[src/rtl/bsg_mem_1r1w_synth.sv]
// rtl/bsg_mem_1r1w_synth.sv - synthesized 1-read 1-write register-file memory
module bsg_mem_1r1w_synth #(
  parameter int width_p                = 16,
  parameter int els_p                  = 2,
  parameter int read_write_same_addr_p = 0,
  parameter int harden_p               = 0,
  localparam int addr_width_lp         = (els_p > 1) ? $clog2(els_p) : 1
) (
  input  logic                     w_clk_i,
  input  logic                     w_reset_i,
  input  logic                     w_v_i,
  input  logic [addr_width_lp-1:0] w_addr_i,
  input  logic [width_p-1:0]       w_data_i,
  input  logic                     r_v_i,
  input  logic [addr_width_lp-1:0] r_addr_i,
  output logic [width_p-1:0]       r_data_o
);

  // No hardened macro exists for this memory; refuse to elaborate rather
  // than silently substitute flops for a requested macro.
  if (harden_p != 0) begin : g_no_hard_macro
    $error("bsg_mem_1r1w_synth: harden_p=%0d has no hardened implementation", harden_p);
  end

  logic [width_p-1:0] mem [els_p];

  // Write port: contents are not reset, only overwritten.
  always_ff @(posedge w_clk_i) begin
    if (w_v_i) mem[w_addr_i] <= w_data_i;
  end

  // Read port is asynchronous so the head is visible in the same cycle.
  assign r_data_o = mem[r_addr_i];

  // Catch a caller that reads and writes one slot together when the
  // instance was built without write-through support.
  always_ff @(posedge w_clk_i) begin
    if (!w_reset_i && read_write_same_addr_p == 0 && w_v_i && r_v_i)
      assert (w_addr_i != r_addr_i);
  end

endmodule

[src/rtl/bsg_two_fifo_1r1w_ctrl.sv]
// rtl/bsg_two_fifo_1r1w_ctrl.sv - two-entry ready/valid-in, valid/yumi-out FIFO
module bsg_two_fifo_1r1w_ctrl #(
  parameter int width_p = 16
) (
  input  logic               clk_i,
  input  logic               reset_i,
  input  logic               v_i,
  input  logic [width_p-1:0] data_i,
  output logic               ready_o,
  output logic               v_o,
  output logic [width_p-1:0] data_o,
  input  logic               yumi_i
);

  logic wptr_r, rptr_r;
  logic full_r, empty_r;
  logic enq, deq;

  assign ready_o = ~full_r;
  assign v_o     = ~empty_r;
  assign enq     = v_i & ~full_r;
  // A yumi on an empty FIFO is a protocol error; it is flagged by an
  // assertion below but deliberately not masked here.
  assign deq     = yumi_i;

  bsg_mem_1r1w_synth #(
    .width_p               (width_p),
    .els_p                 (2),
    .read_write_same_addr_p(0),
    .harden_p              (0)
  ) mem (
    .w_clk_i  (clk_i),
    .w_reset_i(reset_i),
    .w_v_i    (enq),
    .w_addr_i (wptr_r),
    .w_data_i (data_i),
    .r_v_i    (~empty_r),
    .r_addr_i (rptr_r),
    .r_data_o (data_o)
  );

  // Pointers toggle on each enqueue/dequeue; 1-bit wrap is implicit.
  always_ff @(posedge clk_i) begin
    if (reset_i) begin
      wptr_r <= 1'b0;
      rptr_r <= 1'b0;
    end else begin
      if (enq) wptr_r <= ~wptr_r;
      if (deq) rptr_r <= ~rptr_r;
    end
  end

  // Full/empty change only on a lone enqueue or lone dequeue; a
  // simultaneous pair keeps occupancy where it is.
  always_ff @(posedge clk_i) begin
    if (reset_i) begin
      full_r  <= 1'b0;
      empty_r <= 1'b1;
    end else if (enq && !deq) begin
      empty_r <= 1'b0;
      full_r  <= (~wptr_r == rptr_r);
    end else if (deq && !enq) begin
      full_r  <= 1'b0;
      empty_r <= (~rptr_r == wptr_r);
    end
  end

  // Protocol and structural invariants, checked outside reset.
  always_ff @(posedge clk_i) begin
    if (!reset_i) begin
      assert (!(full_r && empty_r));
      assert (!(yumi_i && empty_r));
      assert (!(enq && !empty_r && (wptr_r == rptr_r)));
    end
  end

endmodule

[config.mk]
export PLATFORM = sky130hd
export DESIGN_NAME = bsg_two_fifo_1r1w_ctrl
export DESIGN_NICKNAME = d
export VERILOG_FILES = /design/src/rtl/bsg_mem_1r1w_synth.sv /design/src/rtl/bsg_two_fifo_1r1w_ctrl.sv
export SDC_FILE = /design/constraint.sdc
export NUM_CORES = 1
export LEC_CHECK = 0
export CORE_MARGIN = 2
export CORE_UTILIZATION = 25
export DETAILED_ROUTE_END_ITERATION = 7
export SYNTH_ARGS = -nofsm -noshare
export SYNTH_HDL_FRONTEND = slang
export SYNTH_SLANG_ARGS = --single-unit
[constraint.sdc]
create_clock -name clk_i -period 1.93 [get_ports clk_i]
set_input_delay 0.2895 -clock clk_i [delete_from_list [all_inputs] [get_ports clk_i]]
set_output_delay 0.2895 -clock clk_i [all_outputs]
set_load 0.02 [all_outputs]
==> metrics.md, run 1 <==
| Metric | Value |
|---|---|
| Worst setup SP type | flop |
| Storage cell area | 1060 um^2 |
| Placed cell areas | 1910 um^2 |
| Worst Path Max Fanout | 5 |
| Worst vdd ir | 0.259 mV |
| Synthesized flop and latch total | 37 |
| Die area | 6300 um^2 |
| Metal-1 WL | 946 um |
| DR top layer | met4 |
| DR vias/cell | slightly below 4 |
| Initial Util | 0.258 |
| Total grt overflow | 0 |
| Worst slack at placement | 0.168 ns |
| Crit end category | output pin |
| Post-synthesis sequential area ratio | 0.746 |
| CP Class | reg2out |
| Fmax | approximately 560 MHz |
| Clock Skew | roughly 0.0028 ns |
| Clk_lat worst skew | 0.28 ns |
| Vias | ~760 |
| Mapped Area | 1420 um^2 |
| Final Setup Violations | 0 |
| Drt initial violations | 30 |
| WL final | 2470 um |
| Switching Fraction | 0.233 |
| Sequential share of power | 0.546 |
| Outcome | finished clean |
| Clk pwr share | 0.278 |
| Max-slew violations | 0 |
| Largest net degree at the start of global routing | 12 |
| Worst Tran Pin Value | 0.210 ns |
| Fillers | 529 |
| Portion of total power attributed to combinational logic | 0.177 |
| Rows | 27 |
| Pwr dens | 886 nW/um^2 |
| Met2 wire length | between 1000 and 1500 um |
| Antenna viol nets, final | 0 |
| RSZ-0062 raised after global routing | false |
| Cells after Synth | 73 |
| Layout area overhead | 38.6% |
| CTS Buffer Depth | 2 |
| HP Class | reg2reg |
| Fin area | 1970 um^2 |
| Met3 WL | 211 um |
| Wirelength per Cell | 12.7 um |
| Drt pass-1 iters | 4 |
| Placed Cells | between 150 and 200 |
| CTS tree | built |
| Setup tns final | 0 ns |
| Multi-input logic area | 318 um^2 |
| IO Pins | 38 |
| Post-synth cell types | 18 |
| First-pass GRT wire length | 4020 um |
| CP arrival | 1.50 ns |
| Syn. warnings | 0 |
| CP Data Required Time | 1.64 ns |
| Number of setup buffers added after CTS | 0 |
| Nets | 142 |
| Max-slew headroom | 0.860 |
| Final setup margin | between 0.1 and 0.15 ns |
| Antenna cells | 0 |
| Cell Count, Final, Fillers Out | 194 |
| Core ar. | ~5500 um^2 |
| Fin crit share | 0.926 |
| Width of the die | 79.4 um |
| CTS Buf Count | 5 |
| Initial antenna violation count | 0 |
| # clock sinks | 37 |
| Htree depth | 2 |
| Max-cap violations | 0 |
| Root buffer cell | clkbuf_8 |
| Post-DP HPWL | 1910 um |
| Layout cells sized above 1 | 0.230 |
| P_sw | 406 uW |
| Syn Nets | 94 |
| Internal power | 1340 uW |
| DRC viols | 0 |
| Tmin final | between 1.5 and 2 ns |
| Die H | 79.4 um |
| Final GP Congestion | 0.620 |
| Vias in the first global route | ~880 |
| Static Leak | 0.000736 uW |
| Clk slew on worst S/H paths | 0.07 ns |
| GRT Util Overall | 0.0877 |
| Endpoints failing hold | 0 |
| IO Port Bufs | 37 |
| Syn_area_per_cell | just under 20 um^2 |
synthesized netlist by cell type, drive strengths merged:
library cell	number	area (um^2)
edfxtp	32	961
mux2	16	218
dfxtp	5	100
nor2	4	15.0
inv	3	11.3
buf	2	31.3
xnor2	2	17.5
a21oi	1	5.00
a221o	1	10.0
and2	1	6.26
and2b	1	7.51
ha	1	12.5
nand2	1	3.75
nand3b	1	7.51
nor2b	1	6.26
xor2	1	8.76
cells by family after synthesis:
family,after synthesis,share of synthesized area
buffers and inverters,5,0.0299
adders and majority gates,1,0.00880
AOI/OAI and AO/OA,2,0.0106
muxes,16,0.153
xor gates and xnor gates,3,0.0185
DFF,37,0.746
and+or+nand+nor,9,0.0326
critical path, cell delays in order (launching register included):
cell and delay, ns:
dfxtp_1 0.39, buf_4 0.17, mux2_2 0.34, dlygate4sd2_1 0.32
final cells by class:
| cell class | count | area share |
|---|---|---|
| Clock buffer | 5 | 0.0349 |
| Tap cell | 72 | 0.0457 |
| Multi-Input combinational cell | 31 | 0.161 |
| Timing Repair Buffer | 43 | 0.207 |
| Clock inverter | 3 | 0.00635 |
| Inverter | 3 | 0.00572 |
| Sequential cell | 37 | 0.539 |
power groups by stage:
stage	registers (uW)	logic [uW]	clock network (uW)
final	952	308	484
after global routing	958	332	537
after CTS	953	315	512
after detailed placement	971	343	0
after global placement	966	337	0
after floorplan	964	189	0
routing by layer:
layer,vias to the layer above,GRT usage
li1,364,-
met1,366,0.0865
met2,31,0.163
met3,2,0.0407
met4,0,0.0259
met5,-,0
path summary, 6_finish.rpt:
kind / from / to / slack, ns / cells past startpoint
min reg2reg: full_r / full_r / 0.51 / 2
max: flop / data_o[14] / 0.14 / 3
max reg2reg: full_r / empty_r / 0.51 / 4
min: full_r / full_r / 0.51 / 2
cells in the final DEF, fill, tap and decap left out:
| master | netlist | layout |
|---|---|---|
| and2b_1 | 1 | 1 |
| nor2_1 | 4 | 4 |
| buf_4 | 0 | 5 |
| ha_1 | 1 | 1 |
| xnor2_1 | 2 | 2 |
| mux2_2 | 6 | 6 |
| a21oi_1 | 1 | 1 |
| dlygate4sd2_1 | 0 | 16 |
| nor2b_1 | 1 | 1 |
| dfxtp_1 | 5 | 5 |
| and2_1 | 1 | 1 |
| inv_1 | 3 | 3 |
| nand2_1 | 1 | 1 |
| edfxtp_1 | 32 | 32 |
| mux2_4 | 10 | 10 |
| buf_12 | 1 | 1 |
| nand3b_1 | 1 | 1 |
| a221o_1 | 1 | 1 |
| clkbuf_8 | 0 | 5 |
| clkinv_1 | 0 | 2 |
| clkinv_2 | 0 | 1 |
| clkdlybuf4s50_1 | 0 | 21 |
| xor2_1 | 1 | 1 |
sequential cells by signal, summed over array words and instances (netlist names), named ones only:
signal / count
rptr_r: 1
mem.mem: 32
full_r: 1
wptr_r: 1
empty_r: 1
through the flow:
| step | hold WS, ns | util | power, uW |
|---|---|---|---|
| floorplan | 0.359 | - | 1150 |
| global placement | 0.461 | 0.347 | 1300 |
| detailed placement | 0.498 | 0.347 | 1310 |
| CTS | 0.511 | 0.358 | 1780 |
| global route | 0.545 | 0.358 | 1830 |
| finish | 0.508 | 0.358 | 1740 |
what timing repair did:
item	4_1_cts	5_1_grt
resized for setup	16	0
setup endpoints to repair	16	0
endpoints found under the hold margin	0	0
hold buffers	0	0
No activity file was read; power rests on OpenSTA's default activity.
==> run 2: changes to the inputs <==
--- a/config.mk
+++ b/config.mk
@@ -5,6 +5,7 @@
 export SDC_FILE = /design/constraint.sdc
 export NUM_CORES = 1
 export LEC_CHECK = 0
+export CAP_MARGIN = 20
 export CORE_MARGIN = 2
 export CORE_UTILIZATION = 25
 export DETAILED_ROUTE_END_ITERATION = 7
==> results of run 2 <==
Final layout, timing and power as in run 1 (identical DEF).
==> run 3: changes to the inputs <==
--- a/config.mk
+++ b/config.mk
@@ -6,6 +6,7 @@
 export NUM_CORES = 1
 export LEC_CHECK = 0
 export CAP_MARGIN = 20
+export CORE_ASPECT_RATIO = 0.6
 export CORE_MARGIN = 2
 export CORE_UTILIZATION = 25
 export DETAILED_ROUTE_END_ITERATION = 7
==> run 3 against run 2 <==
Effect of this change: hold slack got worse by 0.012 ns; clock power rose by 2%; setup slack improved by 0.0071 ns; first-iteration DRC count fell by 50%; critical path type unchanged; sequential power barely moved; total power rose by 0.74%.
==> metrics.md, run 3 (synthesized netlist as in run 1, its figures left out) <==
| Metric | Value |
|---|---|
| Outcome | finished clean |
| WL final | 2400 um (-2.6%) |
| DRC viols | 0 (unchanged) |
| Internal power | 1350 uW (+0.64%) |
| Fin area | 1960 um^2 (-0.25%) |
| Die area | 6320 um^2 (+0.32%) |
| Initial antenna violation count | 0 (unchanged) |
| Worst setup SP type | flop |
| Endpoints failing hold | 0 (unchanged) |
| Number of setup buffers added after CTS | 0 (unchanged) |
| Layout cells sized above 1 | 0.217 (-0.0128) |
| Clk slew on worst S/H paths | 0.07 ns (about the same) |
| Sequential share of power | 0.541 (-0.005) |
| RSZ-0062 raised after global routing | false |
| CTS Buffer Depth | 2 (unchanged) |
| Antenna viol nets, final | 0 (unchanged) |
| Nets | 140 (-1.4%) |
| DR vias/cell | 3.97 (+0.90%) |
| Max-cap violations | 0 (unchanged) |
| Drt initial violations | 15 (-50%) |
| Tmin final | 1.78 ns (-0.00711 ns) |
| Largest net degree at the start of global routing | 17 (+5) |
| Top reg by flops | mem.mem |
| Total grt overflow | 0 (unchanged) |
| P_sw | 410 uW (+1.1%) |
| IO Port Bufs | 37 (unchanged) |
| CP arrival | 1.49 ns (about the same) |
| Storage cell area | 1060 um^2 (unchanged) |
| First-pass GRT wire length | 3500 um (-13%) |
| Static Leak | 0.000727 uW (-1.3%) |
| Most frequent cells in the layout | edfxtp_1 (32), clkdlybuf4s50_1 (21), dlygate4sd2_1 (16) |
| Post-DP HPWL | 1730 um (-9.5%) |
| Switching Fraction | 0.233 (+0.000777) |
| Width of the die | 101 um (+28%) |
| Core ar. | 5520 um^2 (+0.20%) |
| Clk pwr share | 0.282 (+0.004) |
| Final GP Congestion | 0.702 (+13%) |
| Crit end category | output pin |
| Worst vdd ir | 0.261 mV (+0.93%) |
| HP Class | reg2reg |
| Worst Path Max Fanout | 16 (+11) |
| CTS Buf Count | 5 (unchanged) |
| Max-slew violations | 0 (unchanged) |
| Placed cell areas | 1900 um^2 (-0.20%) |
| # clock sinks | 37 (unchanged) |
| Fmax | 562 MHz (+0.40%) |
| CP Class | reg2out |
| Rows | 21 (-22%) |
| Cell Count, Final, Fillers Out | 189 (-2.6%) |
| Antenna cells | 0 (unchanged) |
| Pwr dens | 894 nW/um^2 (+1.0%) |
| Hold_buf cts | 0 (unchanged) |
| IO Pins | 38 (unchanged) |
| Root buffer cell | clkbuf_8 |
| Setup tns final | 0 ns (unchanged) |
| Final Setup Violations | 0 (unchanged) |
| Fin crit share | 0.923 (-0.00368) |
| Fillers | 530 (+0.19%) |
| Multi-input logic area | 320 um^2 (+0.79%) |
| Drt pass-1 iters | 2 (-2) |
| Placed Cells | 181 (-2.7%) |
| Clock Skew | 0.00349 ns (+0.000703 ns) |
| Clk_lat worst skew | 0.28 ns (about the same) |
| Final Power | 1760 uW (+0.74%) |
| Initial Util | 0.258 (-0.000527) |
| Wirelength per Cell | 12.7 um (about the same) |
| Vias in the first global route | 769 (-13%) |
| Htree depth | 2 (unchanged) |
| Layout area overhead | 38.2% |
| CTS tree | built |
| Die H | 62.4 um (-21%) |
| CP Data Required Time | 1.64 ns (about the same) |
| GRT Util Overall | 0.0780 (-0.00965) |
| Most common cell after layout, fill and taps aside | edfxtp_1 |
| Portion of total power attributed to combinational logic | 0.177 (about the same) |
| Worst Tran Pin Value | 0.219 ns (+0.00939 ns) |
| Max-slew headroom | 0.853 (-0.00687) |
| Vias | 750 (-1.7%) |
| Largest register FFs | 32 (unchanged) |
==> run 3: cell count changes in the layout (fill, tap and decap cells not counted), sizes merged <==
cell    delta
buf        -2
clkbuf     +2
clkinv     -2
==> run 3: cell type report <==
cell class | instances | area share
timing repair buffer | 41 | 0.206
tap | 69 | 0.0439
multi-input combinational | 31 | 0.163
clock inverter | 1 | 0.00191
inverter | 3 | 0.00573
sequential | 37 | 0.540
clock buffer | 7 | 0.0389
==> run 3: critical path, cell delays in order, from the launching register on <==
cell and delay (ns):
dfxtp_1 0.36, buf_12 0.18, mux2_2 0.34, dlygate4sd2_1 0.33
==> run 3: metrics by stage <==
step	worst slack, ns	hold WS, ns	utilization
after floorplan	0.221	0.359	-
after global placement	0.243	0.458	0.345
after detailed placement	0.200	0.491	0.345
after CTS	0.110	0.502	0.356
after global routing	0.0801	0.508	0.356
final	0.149	0.496	0.356
==> run 3: power by group through the flow <==
stage          clock, uW  sequential (uW)  combinational, uW
2_1_floorplan          0              964                189
3_3_place_gp           0              965                339
3_5_place_dp           0              969                346
4_1_cts              521              951                318
5_1_grt              550              954                332
6_report             495              950                311
==> run 3: per-layer routing <==
metal  track usage  vias to the layer above  wire length [um]
met4        0.0557                        0                71
li1              -                      364                 -
met2         0.128                       23              1200
met5             0                        -                 0
met3        0.0324                        6               170
met1        0.0797                      357               965
==> run 3: repair_timing <==
item,CTS,global route
endpoints found under the hold margin,0,0
resized for setup,16,0
setup endpoints to repair,16,0
==> run 3: path summary, 6_finish.rpt <==
kind | from | end | slack (ns) | cells after the start
max | flop | data_o[15] | 0.15 | 3
min | full_r | full_r | 0.50 | 2
max reg2reg | full_r | empty_r | 0.51 | 4
min reg2reg | full_r | full_r | 0.50 | 2
